`src/rtl/vpn_cipher_sched.sv`:
```
// Round-robin scheduler sharing one fixed-latency XOR cipher engine between NUM_CH channels.
// Optional per-channel grant statistics are enabled with `define VPN_SCHED_STATS_EN.

module vpn_key_lane #(
    parameter int DATA_W = 16
) (
    input  logic              clk,
    input  logic              rst,
    input  logic              we,
    input  logic [DATA_W-1:0] wkey,
    output logic [DATA_W-1:0] key
`ifdef VPN_SCHED_STATS_EN
    ,
    input  logic              hs,
    output logic [15:0]       cnt
`endif
);
    always_ff @(posedge clk) begin
        if (rst)     key <= '1;
        else if (we) key <= wkey;
    end

`ifdef VPN_SCHED_STATS_EN
    always_ff @(posedge clk) begin
        if (rst)                         cnt <= '0;
        else if (hs && cnt != 16'hFFFF)  cnt <= cnt + 16'd1;
    end
`endif
endmodule

module vpn_cipher_sched #(
    parameter int NUM_CH     = 4,
    parameter int DATA_W     = 16,
    parameter int ENG_LAT    = 1,
    parameter int RESP_DEPTH = 4
) (
    input  logic                       clk,
    input  logic                       rst,
    input  logic [NUM_CH-1:0]          req_valid,
    input  logic [NUM_CH*DATA_W-1:0]   req_data,
    output logic [NUM_CH-1:0]          req_ready,
    input  logic                       cfg_we,
    input  logic [$clog2(NUM_CH)-1:0]  cfg_ch,
    input  logic [DATA_W-1:0]          cfg_key,
    output logic                       eng_valid,
    output logic [DATA_W-1:0]          eng_data,
    output logic [DATA_W-1:0]          eng_key,
    input  logic [DATA_W-1:0]          eng_rdata,
    output logic                       resp_valid,
    output logic [$clog2(NUM_CH)-1:0]  resp_ch,
    output logic [DATA_W-1:0]          resp_data,
    input  logic                       resp_ready
`ifdef VPN_SCHED_STATS_EN
    ,
    input  logic [$clog2(NUM_CH)-1:0]  stat_ch,
    output logic [15:0]                stat_cnt
`endif
);
    localparam int CW = $clog2(NUM_CH);
    localparam int AW = $clog2(RESP_DEPTH);
    localparam int UW = AW + 1;

    typedef struct packed {
        logic [CW-1:0]     ch;
        logic [DATA_W-1:0] data;
    } resp_t;

    logic [NUM_CH-1:0][DATA_W-1:0] req_words;
    logic [DATA_W-1:0]             keys [NUM_CH];
    logic [CW-1:0]                 rr_ptr, win, idx;
    logic                          found, grant, push, pop;
    logic [UW-1:0]                 used, fcount;
    logic [ENG_LAT:0]              vld_pipe;
    logic [ENG_LAT:0][CW-1:0]      ch_pipe;
    resp_t                         fifo [RESP_DEPTH];
    logic [AW-1:0]                 wr_ptr, rd_ptr;

    assign req_words = req_data;

    // First requester at or after rr_ptr wins; credits gate the grant.
    always_comb begin
        found = 1'b0;
        win   = '0;
        idx   = '0;
        for (int i = 0; i < NUM_CH; i++) begin
            idx = CW'((int'(rr_ptr) + i) % NUM_CH);
            if (!found && req_valid[idx]) begin
                found = 1'b1;
                win   = idx;
            end
        end
        grant = found && (used < UW'(RESP_DEPTH));
    end

    assign req_ready = grant ? (NUM_CH'(1) << win) : '0;

    always_ff @(posedge clk) begin
        if (rst)        rr_ptr <= '0;
        else if (grant) rr_ptr <= (win == CW'(NUM_CH - 1)) ? '0 : win + 1'b1;
    end

`ifdef VPN_SCHED_STATS_EN
    logic [15:0] grant_cnt [NUM_CH];
`endif

    for (genvar g = 0; g < NUM_CH; g++) begin : g_lane
        vpn_key_lane #(.DATA_W(DATA_W)) u_lane (
            .clk  (clk),
            .rst  (rst),
            .we   (cfg_we && (cfg_ch == CW'(g))),
            .wkey (cfg_key),
            .key  (keys[g])
`ifdef VPN_SCHED_STATS_EN
            ,
            .hs   (grant && (win == CW'(g))),
            .cnt  (grant_cnt[g])
`endif
        );
    end

    // vld_pipe[0] is the issue stage itself; vld_pipe[ENG_LAT] lines up with eng_rdata.
    always_ff @(posedge clk) begin
        if (rst) begin
            vld_pipe <= '0;
            ch_pipe  <= '0;
            eng_data <= '0;
            eng_key  <= '0;
        end else begin
            vld_pipe <= {vld_pipe[ENG_LAT-1:0], grant};
            ch_pipe  <= {ch_pipe[ENG_LAT-1:0], win};
            if (grant) begin
                eng_data <= req_words[win];
                eng_key  <= keys[win];
            end
        end
    end

    assign eng_valid = vld_pipe[0];

    assign push       = vld_pipe[ENG_LAT];
    assign resp_valid = (fcount != '0);
    assign pop        = resp_valid && resp_ready;
    assign resp_ch    = resp_valid ? fifo[rd_ptr].ch   : '0;
    assign resp_data  = resp_valid ? fifo[rd_ptr].data : '0;

    always_ff @(posedge clk) begin
        if (push) fifo[wr_ptr] <= resp_t'{ch: ch_pipe[ENG_LAT], data: eng_rdata};
    end

    // Credits cover in-flight plus buffered words, so a push always finds room.
    always_ff @(posedge clk) begin
        if (rst) begin
            wr_ptr <= '0;
            rd_ptr <= '0;
            fcount <= '0;
            used   <= '0;
        end else begin
            if (push) wr_ptr <= wr_ptr + 1'b1;
            if (pop)  rd_ptr <= rd_ptr + 1'b1;
            fcount <= fcount + UW'(push) - UW'(pop);
            used   <= used + UW'(grant) - UW'(pop);
        end
    end

`ifdef VPN_SCHED_STATS_EN
    always_ff @(posedge clk) begin
        if (rst)                                     stat_cnt <= '0;
        else if ({1'b0, stat_ch} < (CW+1)'(NUM_CH))  stat_cnt <= grant_cnt[stat_ch];
        else                                         stat_cnt <= '0;
    end
`endif
endmodule

```
`config.mk`:
```
export PLATFORM = sky130hd
export DESIGN_NAME = vpn_cipher_sched
export DESIGN_NICKNAME = d
export VERILOG_FILES = /design/src/rtl/vpn_cipher_sched.sv
export SDC_FILE = /design/constraint.sdc
export NUM_CORES = 1
export LEC_CHECK = 0
export CAP_MARGIN = 20
export CORE_ASPECT_RATIO = 1.1
export CORE_MARGIN = 10
export CORE_UTILIZATION = 50
export CTS_CLUSTER_SIZE = 16
export DETAILED_ROUTE_END_ITERATION = 12
export PLACE_DENSITY = 0.88
export SYNTH_ARGS = -nofsm -noshare
export SYNTH_HDL_FRONTEND = slang
export SYNTH_SLANG_ARGS = --single-unit
```
`constraint.sdc`:
```
create_clock -name clk -period 7.1 [get_ports clk]
set_clock_uncertainty 0.15 [all_clocks]
set_input_delay 0.71 -clock clk [delete_from_list [all_inputs] [get_ports clk]]
set_output_delay 0.71 -clock clk [all_outputs]
set_load 0.1 [all_outputs]
```
==> results of run 1 <==
cells by family (layout without fill, tap and decap cells):
group                      count (synthesis)  in the layout  share of synthesized area [%]
AOI/OAI and AO/OA                         55             55                           5.88
xor gates and xnor gates                   7              7                          0.781
adders and majority gates                 14             14                           2.42
buffers and inverters                     56            213                           3.22
DFF                                      188            188                           57.2
muxes                                     84             84                           13.6
other                                      0              1                              0
and+or+nand+nor                          259            259                           17.0
cell usage in the layout, fill, tap and decap left out, types with 2 or more instances in the layout:
master	synthesis	routed
buf_4	0	7
nor2_1	13	12
edfxtp_1	72	72
o221ai_1	32	32
a21oi_1	5	5
inv_6	0	2
clkinv_2	0	4
fa_1	2	2
clkdlybuf4s50_1	0	160
mux2i_1	66	66
ha_1	12	12
or3_1	2	2
dfxtp_1	116	116
a211o_1	16	16
nand3b_1	49	49
mux4_2	18	18
xor2_1	2	2
nor2b_1	22	22
clkinvlp_4	0	3
or2_2	2	2
clkinv_4	0	2
and2_1	27	27
inv_2	3	3
nand2_1	135	135
nor2_2	1	2
bufinv_16	0	2
clkbuf_16	0	17
xnor2_1	5	5
inv_1	10	10
area by class of cell:
type | count | share of cell area, %
Antenna cell | 1 | 0.0247
Clock buffer | 18 | 4.33
Clock inverter | 14 | 1.41
Inverter | 13 | 0.481
Multi-Input combinational cell | 419 | 30.8
Sequential cell | 188 | 44.2
Tap cell | 196 | 2.42
Timing Repair Buffer | 168 | 16.4
layer usage:
| layer | global-route usage, % | up-vias | share of wire (%) |
|---|---|---|---|
| met5 | 0 | - | 0 |
| met4 | 5.79 | 0 | 1.2 |
| met3 | 4.29 | 21 | 5.3 |
| met2 | 31.9 | 150 | 52 |
| met1 | 20.7 | 2690 | 41 |
| li1 | - | 2654 | - |
synthesized netlist by cell type:
cell	n	area [µm²]
buf_6	4	45.0
edfxtp_1	72	2160
nor2_2	1	6.26
nand3_1	1	5.00
clkbuf_1	29	109
a211o_1	16	140
buf_2	7	35.0
nor3b_1	1	7.51
fa_1	2	40.0
buf_1	2	7.51
nand2_1	135	507
xor2_1	2	17.5
mux2i_1	66	661
clkbuf_4	1	7.51
inv_2	3	11.3
nor2_1	13	48.8
nand3b_1	49	368
and3b_1	1	8.76
or2_2	2	12.5
and2_1	27	169
dfxtp_1	116	2320
and3_1	1	6.26
nand2_2	1	6.26
nor4_1	1	6.26
nor2b_1	22	138
o21a_1	1	7.51
nor3b_2	1	12.5
mux4_2	18	405
ha_1	12	150
nor3_4	1	16.3
or3_1	2	12.5
inv_1	10	37.5
a21oi_1	5	25.0
xnor2_1	5	43.8
o22a_1	1	8.76
o221ai_1	32	280
power by group through the flow:
stage,clock network [mW],registers [mW],logic [mW]
after floorplan,0,1.84,1.02
final,0.925,1.33,1.95
after global placement,0,1.35,1.94
after global routing,0.988,1.35,2.05
after CTS,0.944,1.33,1.97
after detailed placement,0,1.36,1.97
registers in the layout (all words and copies together), names as in the netlist, named ones only:
name               cells
ch_pipe                4
eng_data              16
eng_key               16
fcount                 3
fifo                  72
g_lane.u_lane.key     64
rd_ptr                 2
rr_ptr                 2
used                   3
vld_pipe               2
wr_ptr                 2
how the worst min path moves through the flow:
stage	endpoint	slack (ns)	cells after the start
finish	ch_pipe[2]	0.29	1
global route	ch_pipe[3]	0.30	1
floorplan	ch_pipe[2]	0.26	1
global placement	ch_pipe[2]	0.27	1
CTS	ch_pipe[3]	0.29	1
detailed placement	ch_pipe[3]	0.28	1
per-stage QoR:
step	power, mW	hold slack, ns	setup WS, ns
6_report	4.21	0.288	2.75
5_1_grt	4.38	0.304	2.61
4_1_cts	4.25	0.294	2.76
3_5_place_dp	3.32	0.279	2.77
3_3_place_gp	3.30	0.267	2.80
2_1_floorplan	2.86	0.264	3.73
critical path, delay by kind of cell:
kind          cells  cell delay [ns]
simple gates      3             0.72
mux               1             0.16
buf+inv           2             1.61
fa+ha+maj         1             0.27
==> impl_metrics.env, run 1 <==
export IMPL_crit_required_ns=6.24
export IMPL_hp_start="ch_pipe[0]"
export IMPL_syn_inst=663
export IMPL_synth_nets=783
export IMPL_relSlewSlack_pct=29.7
export IMPL_grt_usage_pct=17.9
export IMPL_boundaryPins=162
export IMPL_fmax_mhz=230
export IMPL_irDropWorstVdd_v=0.000286
export IMPL_clock_power_share_pct=22.0
export IMPL_path_class="in2out"
export IMPL_placedCellCount=984
export IMPL_r2r_end="eng_key[3]"
export IMPL_layout_nets=927
export IMPL_wirelength_um=18800
export IMPL_hold_viol_final=0
export IMPL_cpMostUsedCell="clkdlybuf4s50_1"
export IMPL_p_int_mw=2.34
export IMPL_first_global_vias=5693
export IMPL_grt_first_pass_wirelength_um=30200
export IMPL_rows=47
export IMPL_p_leak_nw=3.85
export IMPL_drc=0
export IMPL_r2r_slack_ns=4.16
export IMPL_fin_area_um2=10100
export IMPL_ys_ff_latch=188
export IMPL_powerDensity_nw_per_um2=415
export IMPL_port_buffers=161
export IMPL_status="completed"
export IMPL_syn_to_final_growth_pct=29.2
export IMPL_cts_made_buffers=17
export IMPL_arrival_ns=3.49
export IMPL_seq_area_um2=4480
export IMPL_setup_viol=0
export IMPL_crit_path_end="req_ready[3]"
export IMPL_gp_congestion=0.775
export IMPL_final_core_util_pct=66.6
export IMPL_cts_resized=0
export IMPL_finalMaxSlewViolations=0
export IMPL_finalCriticalPeriod_ns=4.35
export IMPL_switching_share_pct=44.5
export IMPL_rsz0062_at_grt="no"
export IMPL_worst_pin_slew_ns=1.05
export IMPL_startpoint="req_valid[0]"
export IMPL_placed_area_um2=9560
export IMPL_fin_cells=1017
export IMPL_slowest_stage="clkdlybuf4s50_1"
export IMPL_cts_reportedPaths_clkPinSlew_ns=0.06
export IMPL_p_sw_mw=1.87
export IMPL_viasPerCell=5.42
export IMPL_synth_distinct_cells=36
export IMPL_syn_area_um2=7850
export IMPL_antenna_found_initial=1
export IMPL_seqPwrFrac_pct=31.7
export IMPL_reg2reg_depth=6
export IMPL_drt_pass1_iter_count=5
export IMPL_endpoint_kind="output port"
export IMPL_maxCapViolations=0
export IMPL_p_comb_share_pct=46.4
export IMPL_setup_tns_ns=0
export IMPL_hold_buffers=0
export IMPL_grt_max_degree=85
export IMPL_ys_warnings_count=0
export IMPL_fill_cells=1134
export IMPL_cp_max_fo=10
export IMPL_max_stage_delay_ns=1.13
export IMPL_clock_latency_ns=0.42
export IMPL_startpoint_type="input port"
export IMPL_core_area_um2=15200
export IMPL_die_h_um=151
export IMPL_syn_area_per_cell_um2=11.8
export IMPL_cts_sinks=188
export IMPL_hold_path_class="reg2reg"
export IMPL_drt_iter0_drc=376
export IMPL_dr_total_vias=5515
export IMPL_cts_tree="built"
export IMPL_grt_ovfl_total=0
export IMPL_multiInputGateArea_um2=3120
export IMPL_layout_drive_gt1_share_pct=8.29
export IMPL_r2r_start="rr_ptr[1]"
export IMPL_fp_dieW_um=139
export IMPL_crit_chain="clkdlybuf4s50_1 > mux2i_1 > nor2_1 > nor3_4 > ha_1 > and2_1 > clkdlybuf4s50_1"
export IMPL_post_drt_wl_per_cell_um=18.5
export IMPL_dieArea_um2=21100
export IMPL_htree_levels=4
export IMPL_ys_seq_area_share_pct=57.2
export IMPL_postRouteAntennaNets=0
export IMPL_clockRootBuffer="clkbuf_16"
export IMPL_finalCritPeriodShare_pct=61.2
export IMPL_hpwl_um=12600
export IMPL_initial_core_util_pct=51.5
export IMPL_clock_path_buffers=2
export IMPL_post_cts_setup_buffers=0
No activity file was read; power rests on OpenSTA's default activity.
==> run 2: changes to the inputs <==
==> constraint.sdc (replaced) <==
create_clock -name clk -period 4.15 [get_ports clk]
set_clock_uncertainty 0.15 [all_clocks]
set_input_delay 0.415 -clock clk [delete_from_list [all_inputs] [get_ports clk]]
set_output_delay 0.415 -clock clk [all_outputs]
set_load 0.1 [all_outputs]
==> run 2 against run 1 <==
Against the previous run:
- design area decreased by 0.58%
- final cell count unchanged
- sequential cell count is the same
- die area is the same
- sequential share of layout area grew 0.26 points
- register-to-register slack worse by 2.9 ns
- clock power up 69%
- critical path depth fell by 5
- highest routed layer unchanged
==> impl_metrics.env, run 2 (synthesis gave the netlist of run 1 again) <==
export IMPL_status="completed"
export IMPL_clockRootBuffer="clkbuf_16"
export IMPL_slowest_stage="clkdlybuf4s50_1"
export IMPL_largest_reg_flops=72
export IMPL_layout_nets=928
export IMPL_initial_core_util_pct=51.5
export IMPL_setup_tns_ns=0
export IMPL_post_drt_wl_per_cell_um=18.6
export IMPL_setup_viol=0
export IMPL_finalCriticalPeriod_ns=3.11
export IMPL_crit_chain="or3_1 > clkdlybuf4s50_1"
export IMPL_htree_levels=4
export IMPL_finalCritPeriodShare_pct=74.9
export IMPL_first_global_vias=5625
export IMPL_placedCellCount=985
export IMPL_die_h_um=151
export IMPL_dr_total_vias=5515
export IMPL_drc=0
export IMPL_powerDensity_nw_per_um2=711
export IMPL_wirelength_um=18900
export IMPL_crit_required_ns=3.59
export IMPL_core_area_um2=15200
export IMPL_regMostFlops="fifo"
export IMPL_p_leak_nw=3.89
export IMPL_drt_iter0_drc=364
export IMPL_worst_pin_slew_ns=1.04
export IMPL_irDropWorstVdd_v=0.000489
export IMPL_fin_area_um2=10100
export IMPL_grt_first_pass_wirelength_um=30200
export IMPL_hold_buffers=0
export IMPL_post_cts_setup_buffers=0
export IMPL_r2r_slack_ns=1.25
export IMPL_syn_to_final_growth_pct=28.5
export IMPL_path_class="reg2out"
export IMPL_antenna_found_initial=0
export IMPL_endpoint_kind="output port"
export IMPL_postRouteAntennaNets=0
export IMPL_antenna_cells=0
export IMPL_layout_commonest_cell="clkdlybuf4s50_1"
export IMPL_cts_resized=0
export IMPL_final_core_util_pct=66.2
export IMPL_maxCapViolations=0
export IMPL_viasPerCell=5.42
export IMPL_cts_reportedPaths_clkPinSlew_ns=0.07
export IMPL_rsz0062_at_grt="no"
export IMPL_rows=47
export IMPL_boundaryPins=162
export IMPL_startpoint_type="flop"
export IMPL_placed_area_um2=9510
export IMPL_hpwl_um=12900
export IMPL_cts_tree="built"
export IMPL_clock_path_buffers=2
export IMPL_layout_drive_gt1_share_pct=11.0
export IMPL_port_buffers=161
export IMPL_gp_congestion=0.751
export IMPL_hold_path_class="in2reg"
export IMPL_reg_largest_list="fifo (72), g_lane.u_lane.key (64)"
export IMPL_drt_pass1_iter_count=5
export IMPL_hold_viol_final=0
export IMPL_fill_cells=1111
export IMPL_grt_max_degree=71
export IMPL_fp_dieW_um=139
export IMPL_grt_ovfl_total=0
export IMPL_finalMaxSlewViolations=0
export IMPL_relSlewSlack_pct=30.6
export IMPL_cp_max_fo=20
export IMPL_cts_sinks=188
export IMPL_final_cell_mix="clkdlybuf4s50_1, nand2_1, dfxtp_1, edfxtp_1, mux2i_1"
export IMPL_clock_latency_ns=0.42
export IMPL_arrival_ns=2.54
export IMPL_max_stage_delay_ns=1.25
export IMPL_fin_cells=1017
export IMPL_cts_made_buffers=17
export IMPL_fmax_mhz=322
export IMPL_grt_usage_pct=17.9
export IMPL_dieArea_um2=21100
[run 2: final timing paths]
check                                start          to  depth (start not counted)
worst max register to register   fcount[1]     used[2]                         10
worst max-delay path             fcount[1]  resp_valid                          2
worst min-delay path                   rst   wr_ptr[0]                          2
worst min register to register  ch_pipe[0]  ch_pipe[2]                          1
[run 2: worst max-delay path, delay by kind of cell (launching register included)]
kind	cells	cell delay, ns
flip-flops	1	0.36
AND/OR/NAND/NOR	1	0.50
buffers and inverters	1	1.25
[run 2: per-layer routing]
layer  global-route usage (%)  vias to the layer above  wire length [µm]  part of all wire, %
li1                         -                     2655                 -                    -
met1                     21.2                     2655              7820                   41
met2                     30.6                      179              9540                   50
met3                     5.20                       26              1280                  6.7
met4                     6.37                        0               310                  1.6
met5                        0                        -                 0                    0
[run 2: per-stage QoR]
stage | setup slack, ns | hold WS (ns) | power (mW)
6_report | 1.04 | 0.191 | 7.17
5_1_grt | 0.882 | 0.199 | 7.45
4_1_cts | 0.981 | 0.180 | 7.23
3_5_place_dp | 1.23 | 0.291 | 5.66
3_3_place_gp | 1.34 | 0.272 | 5.60
2_1_floorplan | 1.08 | 0.264 | 4.89
[run 2: power by group]
group          switching [mW]  internal, mW  leakage [nW]
Sequential              0.139          2.15          1.61
Combinational            2.41         0.909          2.00
Clock                   0.678         0.884         0.281
Total                    3.22          3.94          3.89
[run 2: area by class of cell]
| cell class | count | area, µm² | area share (%) |
|---|---|---|---|
| sequential | 188 | 4480 | 44.5 |
| multi-input combinational | 419 | 3120 | 30.9 |
| timing repair buffer | 169 | 1610 | 16.0 |
| clock buffer | 17 | 425 | 4.22 |
| tap | 196 | 245 | 2.43 |
| clock inverter | 15 | 148 | 1.46 |
| inverter | 13 | 48.8 | 0.484 |
